===== config.mk =====
export PLATFORM = sky130hd
export DESIGN_NAME = decommutator_flat
export DESIGN_NICKNAME = d
export VERILOG_FILES = /design/src/rtl/decommutator_pkg.sv /design/src/rtl/decommutator_if.sv /design/src/rtl/decommutator_slot_demux.sv /design/src/rtl/dff.sv /design/src/rtl/decommutator.sv /design/src/flat_wrapper.sv
export SDC_FILE = /design/constraint.sdc
export NUM_CORES = 1
export LEC_CHECK = 0
export ABC_AREA = 1
export BUFFER_PORTS_ARGS = -buffer_cell sky130_fd_sc_hd__buf_2
export CORE_ASPECT_RATIO = 0.9
export CORE_UTILIZATION = 40
export DETAILED_ROUTE_END_ITERATION = 7
export GPL_TIMING_DRIVEN = 0
export SLEW_MARGIN = 20
export SYNTH_ARGS = -nofsm -noshare
export SYNTH_HDL_FRONTEND = slang
export SYNTH_HIERARCHICAL = 1
export SYNTH_SLANG_ARGS = --single-unit

===== constraint.sdc =====
create_clock -name i_clk -period 2.27 [get_ports i_clk]
set_input_delay 0.454 -clock i_clk [delete_from_list [all_inputs] [get_ports i_clk]]
set_output_delay 0.454 -clock i_clk [all_outputs]
set_load 0.05 [all_outputs]

===== src/rtl/decommutator_pkg.sv =====
// Shared definitions for the decommutator block.
//   state_t       : fill state machine encoding (ALIGN discards, FILL stores)
//   idx_width()   : width of a branch index for M branches
//   start_branch(): branch that receives the first sample of every frame
package decommutator_pkg;

  typedef enum logic {
    ALIGN = 1'b0,
    FILL  = 1'b1
  } state_t;

  // Branch index width; M=2 still needs one bit.
  function automatic int idx_width(input int m);
    return (m <= 2) ? 1 : $clog2(m);
  endfunction

  // Counter-clockwise fill starts at branch 0, clockwise at branch M-1.
  function automatic int start_branch(input int ccw, input int m);
    return (ccw != 0) ? 0 : m - 1;
  endfunction

endpackage


===== src/rtl/decommutator_if.sv =====
// Sample-in / frame-out bundle of the decommutator.
//   i_ena     : global enable, everything freezes when low
//   i_sync    : frame restart
//   i_valid   : input sample strobe
//   i_data    : signed W-bit sample
//   o_data    : M*W-bit frame, branch k in bits [(k+1)*W-1 : k*W]
//   o_valid   : one-cycle slow-rate strobe, o_data just updated
//   o_phase   : branch the next accepted sample will be written to
//   dbg_state : current fill state (observation only)
// Handshake: a sample is taken on a rising edge where i_ena=1, i_valid=1
// and i_sync=0; there is no backpressure, the block is always ready.
interface decommutator_if
  import decommutator_pkg::*;
#(
  parameter int W = 4,
  parameter int M = 4
);
  localparam int IW = idx_width(M);

  logic           i_ena;
  logic           i_sync;
  logic           i_valid;
  logic [W-1:0]   i_data;
  logic [M*W-1:0] o_data;
  logic           o_valid;
  logic [IW-1:0]  o_phase;
  state_t         dbg_state;

  modport master (
    output i_ena, i_sync, i_valid, i_data,
    input  o_data, o_valid, o_phase, dbg_state
  );

  modport slave (
    input  i_ena, i_sync, i_valid, i_data,
    output o_data, o_valid, o_phase, dbg_state
  );

endinterface


===== src/rtl/decommutator_slot_demux.sv =====
// Shadow frame register written one W-bit slot at a time.
//   clk, rst    : clock and asynchronous reset (shadow -> 0)
//   we          : write the slot selected by slot
//   slot        : branch index to write
//   data        : sample to store, bit-exact
//   shadow      : current shadow contents
//   shadow_next : shadow including this cycle's write, so a completing
//                 frame can be captured on the same edge as its last sample
module decommutator_slot_demux #(
  parameter int M  = 4,
  parameter int W  = 4,
  parameter int IW = 2
) (
  input  logic           clk,
  input  logic           rst,
  input  logic           we,
  input  logic [IW-1:0]  slot,
  input  logic [W-1:0]   data,
  output logic [M*W-1:0] shadow,
  output logic [M*W-1:0] shadow_next
);

  always_comb begin
    shadow_next = shadow;
    if (we) begin
      for (int k = 0; k < M; k++) begin
        if (slot == IW'(k)) begin
          shadow_next[k*W +: W] = data;
        end
      end
    end
  end

  always_ff @(posedge clk or posedge rst) begin
    if (rst) begin
      shadow <= '0;
    end else if (we) begin
      shadow <= shadow_next;
    end
  end

endmodule


===== src/rtl/dff.sv =====
// Generic enabled register with asynchronous active-high clear.
//   clk, rst : clock and asynchronous reset (q -> 0)
//   en       : load enable
//   d, q     : data in / registered data out
module dff #(
  parameter int WIDTH = 8
) (
  input  logic             clk,
  input  logic             rst,
  input  logic             en,
  input  logic [WIDTH-1:0] d,
  output logic [WIDTH-1:0] q
);

  always_ff @(posedge clk or posedge rst) begin
    if (rst) begin
      q <= '0;
    end else if (en) begin
      q <= d;
    end
  end

endmodule


===== src/rtl/decommutator.sv =====
// Decimation-side input commutator: deals a serial signed sample stream
// onto M polyphase branches and presents one complete frame per M accepted
// samples together with a one-cycle slow-rate strobe.
//   i_clk : rising-edge clock
//   i_rst : asynchronous active-high reset
//   bus   : decommutator_if slave (enable, sync, sample in; frame,
//           strobe, next-branch index and fill state out)
module decommutator
  import decommutator_pkg::*;
#(
  parameter int gp_ccw               = 1,
  parameter int gp_idata_width       = 4,
  parameter int gp_decimation_factor = 4,
  parameter int gp_phase             = 0
) (
  input  logic           i_clk,
  input  logic           i_rst,
  decommutator_if.slave  bus
);

  localparam int M  = gp_decimation_factor;
  localparam int W  = gp_idata_width;
  localparam int IW = idx_width(M);

  localparam logic [IW-1:0] START      = IW'(start_branch(gp_ccw, M));
  localparam logic [IW-1:0] LAST       = IW'((gp_ccw != 0) ? M - 1 : 0);
  localparam logic [IW-1:0] SKIP_LAST  = IW'((gp_phase == 0) ? 0 : gp_phase - 1);
  localparam state_t        INIT_STATE = (gp_phase == 0) ? FILL : ALIGN;

  state_t         state;
  logic [IW-1:0]  skip_cnt;
  logic [IW-1:0]  ptr;
  logic           valid_q;
  logic           accept;
  logic           slot_we;
  logic           complete;
  logic [M*W-1:0] shadow;
  logic [M*W-1:0] shadow_next;
  logic [M*W-1:0] frame;

  // Sync takes priority over a sample in the same cycle.
  assign accept   = bus.i_ena & bus.i_valid & ~bus.i_sync;
  assign slot_we  = accept & (state == FILL);
  assign complete = slot_we & (ptr == LAST);

  always_ff @(posedge i_clk or posedge i_rst) begin
    if (i_rst) begin
      state    <= INIT_STATE;
      skip_cnt <= '0;
      ptr      <= START;
      valid_q  <= 1'b0;
    end else if (!bus.i_ena) begin
      // Dropping the strobe here suppresses a pending pulse instead of
      // letting it appear once the enable returns.
      valid_q <= 1'b0;
    end else begin
      valid_q <= 1'b0;
      if (bus.i_sync) begin
        state    <= INIT_STATE;
        skip_cnt <= '0;
        ptr      <= START;
      end else if (bus.i_valid) begin
        case (state)
          ALIGN: begin
            if (skip_cnt == SKIP_LAST) begin
              state    <= FILL;
              skip_cnt <= '0;
            end else begin
              skip_cnt <= skip_cnt + 1'b1;
            end
          end
          FILL: begin
            if (ptr == LAST) begin
              ptr     <= START;
              valid_q <= 1'b1;
            end else if (gp_ccw != 0) begin
              ptr <= ptr + 1'b1;
            end else begin
              ptr <= ptr - 1'b1;
            end
          end
          default: state <= INIT_STATE;
        endcase
      end
    end
  end

  decommutator_slot_demux #(
    .M  (M),
    .W  (W),
    .IW (IW)
  ) u_slot_demux (
    .clk         (i_clk),
    .rst         (i_rst),
    .we          (slot_we),
    .slot        (ptr),
    .data        (bus.i_data),
    .shadow      (shadow),
    .shadow_next (shadow_next)
  );

  // Output frame only changes on completion, so a partial shadow is never
  // visible downstream.
  dff #(
    .WIDTH (M*W)
  ) u_frame_reg (
    .clk (i_clk),
    .rst (i_rst),
    .en  (complete),
    .d   (shadow_next),
    .q   (frame)
  );

  assign bus.o_data    = frame;
  assign bus.o_valid   = valid_q & bus.i_ena;
  assign bus.o_phase   = ptr;
  assign bus.dbg_state = state;

endmodule


===== src/flat_wrapper.sv =====
// flat-port wrapper written by rule: the top's interface ports become plain ports
module decommutator_flat import decommutator_pkg::*;
#(
  parameter int gp_ccw               = 1,
  parameter int gp_idata_width       = 4,
  parameter int gp_decimation_factor = 4,
  parameter int gp_phase             = 0
)
  (i_clk, i_rst, bus_i_ena, bus_i_sync, bus_i_valid, bus_i_data, bus_o_data, bus_o_valid, bus_o_phase, bus_dbg_state);
  decommutator_if bus_i ();
  input  logic i_clk;
  input  logic i_rst;
  input wire logic [$bits(bus_i.i_ena)-1:0] bus_i_ena;
  input wire logic [$bits(bus_i.i_sync)-1:0] bus_i_sync;
  input wire logic [$bits(bus_i.i_valid)-1:0] bus_i_valid;
  input wire logic [$bits(bus_i.i_data)-1:0] bus_i_data;
  output wire logic [$bits(bus_i.o_data)-1:0] bus_o_data;
  output wire logic [$bits(bus_i.o_valid)-1:0] bus_o_valid;
  output wire logic [$bits(bus_i.o_phase)-1:0] bus_o_phase;
  output wire logic [$bits(bus_i.dbg_state)-1:0] bus_dbg_state;
  assign bus_i.i_ena = bus_i_ena;
  assign bus_i.i_sync = bus_i_sync;
  assign bus_i.i_valid = bus_i_valid;
  assign bus_i.i_data = bus_i_data;
  assign bus_o_data = bus_i.o_data;
  assign bus_o_valid = bus_i.o_valid;
  assign bus_o_phase = bus_i.o_phase;
  assign bus_dbg_state = bus_i.dbg_state;
  decommutator #(.gp_ccw(gp_ccw), .gp_idata_width(gp_idata_width), .gp_decimation_factor(gp_decimation_factor), .gp_phase(gp_phase)) u_core (.i_clk(i_clk), .i_rst(i_rst), .bus(bus_i));
endmodule

**After elaboration in Yosys (flattened, before gate mapping)**

Cells that the tools add are included.

- Bits of input ports: 9
- Register bits: 38
- Logic and storage cells: 47

- Reduce and logical (&&, ||, !) cells: 7
- Mux-type cells: 22
- Equal/unequal tests: 4
- Add/sub/neg operators: 2
- Bitwise operators: 6

Operators with widths:

| kind | count |
|---|---|
| $mux 16 | 1 |
| $mux 2 | 8 |
| $mux 4 | 4 |
| $mux 1 | 9 |
| $reduce_and 3->1 | 2 |
| $and 1x1->1 | 5 |
| $add 2x1->2 const B | 2 |
| $eq 2x2->1 const B | 2 |
| $logic_not 2->1 | 2 |
| $reduce_bool 2->1 | 2 |
| $eq 2x1->1 const B | 1 |
| $ne 2x2->1 const B | 1 |
| $reduce_and 2->1 | 1 |
| $not 1->1 | 1 |

**Logic depth before layout (Yosys ltp)**

Gate-level depths: netlist of run 1.

- Word-level depth: 6
- Mapped depth: 10
- Mapped depth without buffers: 8

**Modules after synthesis**

Netlist of run 1, hierarchy kept.

Modules (own cells, without submodules):

| module | times used | area an instance (um^2) | cells each | seq. area each (um^2) |
|---|---|---|---|---|
| decommutator_slot_demux | 1 | 790.8 | 90 | 400.4 |
| dff | 1 | 648.1 | 69 | 400.4 |
| decommutator | 1 | 346.6 | 42 | 151.4 |

**Worst setup path after synthesis of run 1**

Ideal clock, no wire load.

- Path kind: register to register
- From: register u_core.ptr[0], in the netlist u_core/bus.o_phase[0]
- To: register u_core.u_frame_reg.q[10]
- Cell stages (with the launch flop): 8
- Slack: 0.452 ns
- Arrival: 1.699 ns
- Data required time: 2.151 ns
- Cell sequence: dfrtp_1 ha_1 nor3b_1 buf_6 inv_6 buf_12 nand2_1 nand2_1

RTL lines:

| element | line | text |
|---|---|---|
| start, declared | decommutator.sv:32 | `logic [IW-1:0] ptr;` |
| start signal, assigned | decommutator.sv:77 | `ptr <= ptr + 1'b1;` |
| start signal, assigned | decommutator.sv:79 | `ptr <= ptr - 1'b1;` |
| $eq 2x2->1 | decommutator.sv:44 | `assign complete = slot_we & (ptr == LAST);` |
| $and 1x1->1 | decommutator.sv:44 |  |
| net u_core.complete | decommutator.sv:36 | `logic complete;` |
| end signal, assigned | dff.sv:17 | `q <= '0;` |
| end signal, assigned | dff.sv:19 | `q <= d;` |
| end, declared | dff.sv:12 | `output logic [WIDTH-1:0] q` |

The timed path passes the listed nets, and every way through them passes these cells.
A chain may end at the register's enable or synchronous reset.

**Worst setup path in the final report of run 1**

- From: register u_core.state, in the netlist u_core/bus.dbg_state
- To: register u_core.u_frame_reg.q[15]

- Cells in the longest elaborated chain, start to end: 2

Ends and longest elaborated chain:

| element | line | text |
|---|---|---|
| start, declared | decommutator.sv:30 | `state_t state;` |
| start signal, assigned | decommutator.sv:48 | `state <= INIT_STATE;` |
| start signal, assigned | decommutator.sv:59 | `state <= INIT_STATE;` |
| start signal, assigned | decommutator.sv:66 | `state <= FILL;` |
| $and 1x1->1 | decommutator.sv:43 | `assign slot_we = accept & (state == FILL);` |
| net u_core.slot_we | decommutator.sv:35 | `logic slot_we;` |
| $mux 16 | decommutator_slot_demux.sv:25 | `if (we) begin` |
| net u_core.shadow_next[15] | decommutator.sv:38 | `logic [M*W-1:0] shadow_next;` |

The timed path passes the listed nets, and every way through them passes these cells.

==> key figures, run 1 <==
STA
  • Rel. slew slack: 56.3%
  • Final worst-path cycle share: between 70 and 80%
  • Setup violations, final: 0
  • FMAX: 0.607 GHz
  • Final WS setup: 0.622 ns
  • Final hold vios: 0
  • Min Tclk post-route: 1.65 ns
  • Measured slew at the worst slew-check pin: 0.655 ns
  • Clock skew: 0.00505 ns
  • RSZ-0062 raised after global routing: no
  • Sum of negative setup slack: 0 ns
  • Max-slew violations: 0

GRT
  • Initial antenna violation count: 0
  • GRT overflow: 0
  • Largest net degree at the start of global routing: 17
  • Total GRT Usage: between 10% and 20%
  • Vias in the first global route: about 1200
  • First-pass GRT wire length: 5.80 mm

Placement
  • GP Congestion: 0.806
  • Cells after DPL: between 200 and 300
  • IO Port Bufs: 28
  • Post-DP Area: 0.00200 mm²
  • DP Wirelength: 2.49 mm
  • Pre-CTS setup slack: between 0.5 and 0.6 ns

Floorplanning
  • Die Ht: 65.4 µm
  • IO Count: 29
  • Core ar.: between 0.004 and 0.005 mm²
  • Row count: 22
  • Die width: approximately 72 µm
  • Starting Density: 42.7%
  • Die ar.: 0.00474 mm²

Layout
  • Share of cells above drive strength 1: 27.5%
  • Fillers: 437
  • Total Nets Final: 248
  • Final std cells w/o fill: approximately 300
  • Syn-to-layout area delta: 16.3%
  • Ant diodes: 0
  • Non-Filler Cell Area, Final: 0.00208 mm²
  • Util after Layout: 49.6%
  • Sequential cell area: 952 µm²
  • Area of the multi-input gates: 702 µm²

Power
  • Power Density: 764 mW/mm²
  • Reg power frac: a little over half
  • Lkg Pwr: roughly 1.2 nW
  • Clk pwr share: 26.5%
  • Switching power: 0.501 mW
  • Net Sw Frac: 31.6%
  • Logic pwr share: 21.4%
  • Worst VDD drop: 0.000369 V
  • Pint: between 1 and 1.5 mW

Synth
  • Post-synthesis cell count: 201
  • Ys flop type: dfrtp_1
  • Net Count, Synth: between 200 and 250
  • Mapped Area: about 0.0018 mm²
  • Ys async rst share: 100%
  • Seq/Total Area, Yosys: 53.3%
  • EDFF count, synth: 0
  • Yosys warning total: 6
  • Synth unique cells: 22
  • Avg Inst Size Synth: 8.88 µm²
  • Synth Register Bits: 38

CTS
  • Clock Tree Root: clkbuf_8
  • Total CTS buffers: 5
  • Clock transition at path regs: 0.07 ns
  • Clk buf depth: 2
  • TritonCTS clock tree: built
  • CTS Sinks: 38
  • Post-CTS Setup Bufs: 0
  • Hold_buf cts: 0
  • H-tree depth: 2
  • Post-CTS resize count: 0
  • Clk_lat worst skew: 0.28 ns

Critical path
  • Critical Path Sink Type: flop
  • Worst EP required: 2.49 ns
  • R2R Setup Slk: 0.62 ns
  • Worst path max stage delay: just under 0.6 ns
  • Worst Path Class, Setup: reg2reg
  • Worst path most repeated cell: nand2_1
  • CP Max Fanout: 10
  • Arrival @ worst endpoint: 1.86 ns
  • Worst path slowest cell: dfstp_2
  • Startpoint types: flop
  • Worst path cell trace: nand2_2 -> nor2_4 -> clkbuf_2 -> nand3_2 -> buf_6 -> o21ai_2 -> nand2_1 -> nand2_1

Outcome
  • Status: finished, final reports clean

Flow run
  • Max_cap viols: 0

Route
  • DR vias: between 1000 and 1500
  • Vias per cell: 4.55
  • DRC: 0
  • Detailed-route wire length: 3.43 mm
  • Routed Antenna Nets: 0
  • Wirelength per Cell: about 12 µm
  • Initial DRC Count: 76
  • Drt pass-1 iters: 4

Worst hold path
  • Type of the most critical hold path: in2async
[worst max-delay path: cells and delay by family, from the launching register on]
family	cells	cell delay, ns
flops	1	0.58
simple gates	5	0.52
buf+inv	2	0.38
compound gates	1	0.12
[power by group through the flow]
| stage | clock network [mW] | logic, mW | registers [mW] |
|---|---|---|---|
| 2_1_floorplan | 0 | 0.182 | 0.918 |
| 3_3_place_gp | 0 | 0.338 | 0.837 |
| 3_5_place_dp | 0 | 0.342 | 0.839 |
| 4_1_cts | 0.442 | 0.343 | 0.828 |
| 5_1_grt | 0.477 | 0.385 | 0.838 |
| 6_report | 0.421 | 0.340 | 0.827 |
[sequential cells by signal, indices dropped and copies added (netlist names)]
| name | count |
|---|---|
| u_core/u_frame_reg/q | 16 |
| u_core/bus.dbg_state | 1 |
| u_core/bus.o_phase | 2 |
| u_core/skip_cnt | 2 |
| u_core/valid_q | 1 |
| u_core/u_slot_demux/shadow | 16 |
[final timing paths]
path,start,end,cells after the start
max,u_core/bus.dbg_state,u_core/u_frame_reg/q[15],8
min,i_rst,u_core/valid_q,2
max reg2reg,u_core/bus.dbg_state,u_core/u_frame_reg/q[15],8
min reg2reg,u_core/u_frame_reg/q[4],u_core/u_frame_reg/q[4],2
max in group asynchronous,i_rst,u_core/u_frame_reg/q[4],2
min in group i_clk,u_core/u_frame_reg/q[4],u_core/u_frame_reg/q[4],2
[cells in the final DEF (no fill, tap or decap)]
cell type,n
nor2_1,1
inv_6,1
nor3b_1,2
nand2_2,8
buf_2,28
nand2_4,2
nand4_1,13
nand3_2,2
nand2_1,95
nor2_2,1
inv_2,2
clkbuf_8,5
dfstp_2,1
buf_4,1
nand3_1,4
clkbuf_1,2
nand3b_1,1
buf_6,3
ha_1,3
clkbuf_2,1
nor2_4,1
buf_12,1
inv_1,13
o21ai_2,8
dfrtp_1,37
[cell families (layout without fill, tap and decap cells)]
family                   Yosys count  count (layout)  synth area share (%)
AO/OA/AOI/OAI                      8               8                  3.92
AND/OR/NAND/NOR                  130             130                  33.3
buffers and inverters             22              57                  7.36
adder cells (fa/ha/maj)            3               3                  2.10
flip-flops                        38              38                  53.3
[area by class of cell]
type	count	area share [%]
well taps	60	3.61
plain buffers	6	3.19
repair buffers	28	6.75
inverters	16	3.13
flip-flops and latches	38	45.8
multi-input cells	141	33.8
clock buffers	7	3.67
[Yosys cell counts, types with 2 or more instances]
master / instances / share of area, %
nand2_1: 95 / 20
dfrtp_1: 37 / 52
inv_1: 13 / 2.7
nand4_1: 13 / 4.6
nand2_2: 8 / 2.8
o21ai_2: 8 / 3.9
nand3_1: 4 / 1.1
buf_6: 3 / 1.9
ha_1: 3 / 2.1
inv_2: 2 / 0.42
nand2_4: 2 / 1.3
nand3_2: 2 / 1.1
nor3b_1: 2 / 0.84
[routing by layer]
metal  part of all wire, %  GRT usage, %  wire [µm]
met3                   3.1          3.22        107
met5                     0             0          0
met2                    46          25.8       1560
met1                    50          22.2       1700
met4                   1.7          8.09         58
[stage by stage]
stage / power (mW) / hold slack, ns
after global placement: 1.17 / 0.408
after global routing: 1.70 / 0.112
final: 1.59 / 0.108
after CTS: 1.61 / 0.103
after detailed placement: 1.18 / 0.411
after floorplan: 1.10 / 0.244
Power figures use the tool's default switching activity.
==> run 2, diff against run 1 <==
- clock period: 2.27 -> 1.49 ns (I/O delays scaled with it)
==> key figures, run 2 (same netlist as run 1, synthesis figures left out) <==
GRT
  • Largest net degree at the start of global routing: 17
  • Vias in the first global route: 1306
  • Total GRT Usage: around 17%
  • First-pass GRT wire length: just over 6 mm
  • Met1 usage: 24.0%
  • Initial antenna violation count: 0
  • Global Route met3 Usage: under 10%
  • GRT overflow: 0
  • Met2 usage: 26.2%
  • Busiest grt layer: met2

Outcome
  • Status: finished, violations left
  • Failing checks: setup timing

Critical path
  • Cells on worst reg2reg path: 8
  • Critical Path Sink Type: flop
  • Worst EP required: ~1.7 ns
  • Worst Path Class, Setup: reg2reg
  • RR Endpoint: u_core/u_frame_reg/q[15]
  • Startpoint types: flop
  • CP endpoint: u_core/u_frame_reg/q[15]
  • R2R Setup Slk: -0.04 ns
  • Reg-to-Reg Start: u_core/bus.dbg_state
  • CP Launch Point: u_core/bus.dbg_state
  • CP Max Fanout: 10
  • Arrival @ worst endpoint: 1.75 ns

Layout
  • Top Registers: u_core/u_frame_reg/q x16, u_core/u_slot_demux/shadow x16
  • Util after Layout: between 50 and 60%
  • Final std cells w/o fill: 308
  • Fillers: 440
  • Commonest cells after routing, fill and taps aside: nand2_1, dfrtp_1, buf_2
  • Share of cells above drive strength 1: about 33%
  • Total Nets Final: 259
  • Commonest non-fill, non-tap cell in the layout: nand2_1
  • Syn-to-layout area delta: 25.4%
  • Ant diodes: 0
  • Non-Filler Cell Area, Final: 0.00224 mm²

STA
  • RSZ-0062 raised after global routing: yes
  • Measured slew at the worst slew-check pin: 0.698 ns
  • Sum of negative setup slack: -0.124 ns
  • Final worst-path cycle share: 103%
  • Min Tclk post-route: roughly 1.5 ns
  • Max-slew violations: 0
  • Clock skew: 0.00476 ns
  • Setup violations, final: 7
  • FMAX: 0.653 GHz
  • Min Hold Slack: between 0.3 and 0.4 ns
  • Rel. slew slack: a little over half
  • Final hold vios: 0
  • Final WS setup: -0.0409 ns

Route
  • Wirelength per Cell: 11.5 µm
  • Detailed-route wire length: approximately 3.5 mm
  • DRC: 0
  • Drt pass-1 iters: 4
  • Initial DRC Count: 54
  • DR vias: 1399
  • Routed Antenna Nets: 0
  • Vias per cell: 4.54

Floorplanning
  • Die Ht: 65.4 µm
  • Row count: 22
  • Starting Density: 42.7%
  • Die ar.: 0.00474 mm²
  • Die width: between 70 and 80 µm
  • IO Count: 29
  • Core ar.: 0.00418 mm²

CTS
  • Clk buf depth: 2
  • Clock transition at path regs: 0.07 ns
  • CTS Sinks: 38
  • Clock Tree Root: clkbuf_8
  • TritonCTS clock tree: built
  • Clk_lat worst skew: 0.28 ns
  • H-tree depth: 2
  • Total CTS buffers: 5

Power
  • Power Density: 1140 mW/mm²
  • Lkg Pwr: 1.29 nW
  • Overall Power: 2.56 mW
  • Worst VDD drop: around 0.00055 V

Flow run
  • Max_cap viols: 0

Placement
  • DP Wirelength: 2.48 mm
  • GP Congestion: 0.759
  • Pre-CTS setup slack: -0.0588 ns
  • Post-DP Area: 0.00204 mm²
  • IO Port Bufs: 28
  • Cells after DPL: 289

Worst hold path
  • Type of the most critical hold path: in2reg
[run 2: cell count changes in the layout (fill, tap and decap cells not counted), moves of 2 or more]
cell / previous run / this run
buf_4: 1 / 10
dfrtp_1: 37 / 35
dfrtp_4: 0 / 2
nand2_1: 95 / 93
[run 2: worst min-delay path by stage]
stage / startpoint / to / slack, ns / depth (start not counted)
global route: bus_i_data[2] / u_core/u_slot_demux/shadow[14] / 0.34 / 3
floorplan: i_rst / u_core/skip_cnt[0] / 0.09 / 1
global placement: i_rst / u_core/valid_q / 0.25 / 2
CTS: bus_i_sync / u_core/bus.dbg_state / 0.31 / 3
detailed placement: i_rst / u_core/valid_q / 0.26 / 2
finish: bus_i_sync / u_core/bus.dbg_state / 0.32 / 3
[run 2: what timing repair did]
action,in CTS,in global routing
endpoints found under the setup margin,15,23
resized for setup,1,6
pin swaps,0,6
buffers inserted,1,9
hold endpoints to repair,5,0
hold buffers,1,0
[run 2: critical path, stage by stage (launching register included)]
cell	delay (ns)
dfstp_4	0.64
nand2_4	0.07
nor2_4	0.11
buf_8	0.14
nand3_4	0.08
buf_12	0.16
o21ai_2	0.11
nand2_1	0.09
nand2_1	0.07
[run 2: layer usage]
layer  wire (µm)  part of all wire, %
met5           0                    0
met4          23                 0.65
met3         177                  5.0
met2        1590                   45
met1        1740                   49
[run 2: final cells by class]
cell class	count	area, µm²	area share (%)
buffer	6	88.8	3.97
clock buffer	7	86.3	3.86
clock inverter	1	5.00	0.224
inverter	16	65.1	2.91
multi-input combinational	141	729	32.6
sequential	38	963	43.0
tap	60	75.1	3.35
timing repair buffer	39	225	10.1
[run 2: power breakdown]
part | internal, mW | switching (mW) | total, mW
clock | 0.373 | 0.339 | 0.712
combinational | 0.192 | 0.396 | 0.588
sequential | 1.19 | 0.0651 | 1.26
total | 1.76 | 0.800 | 2.56
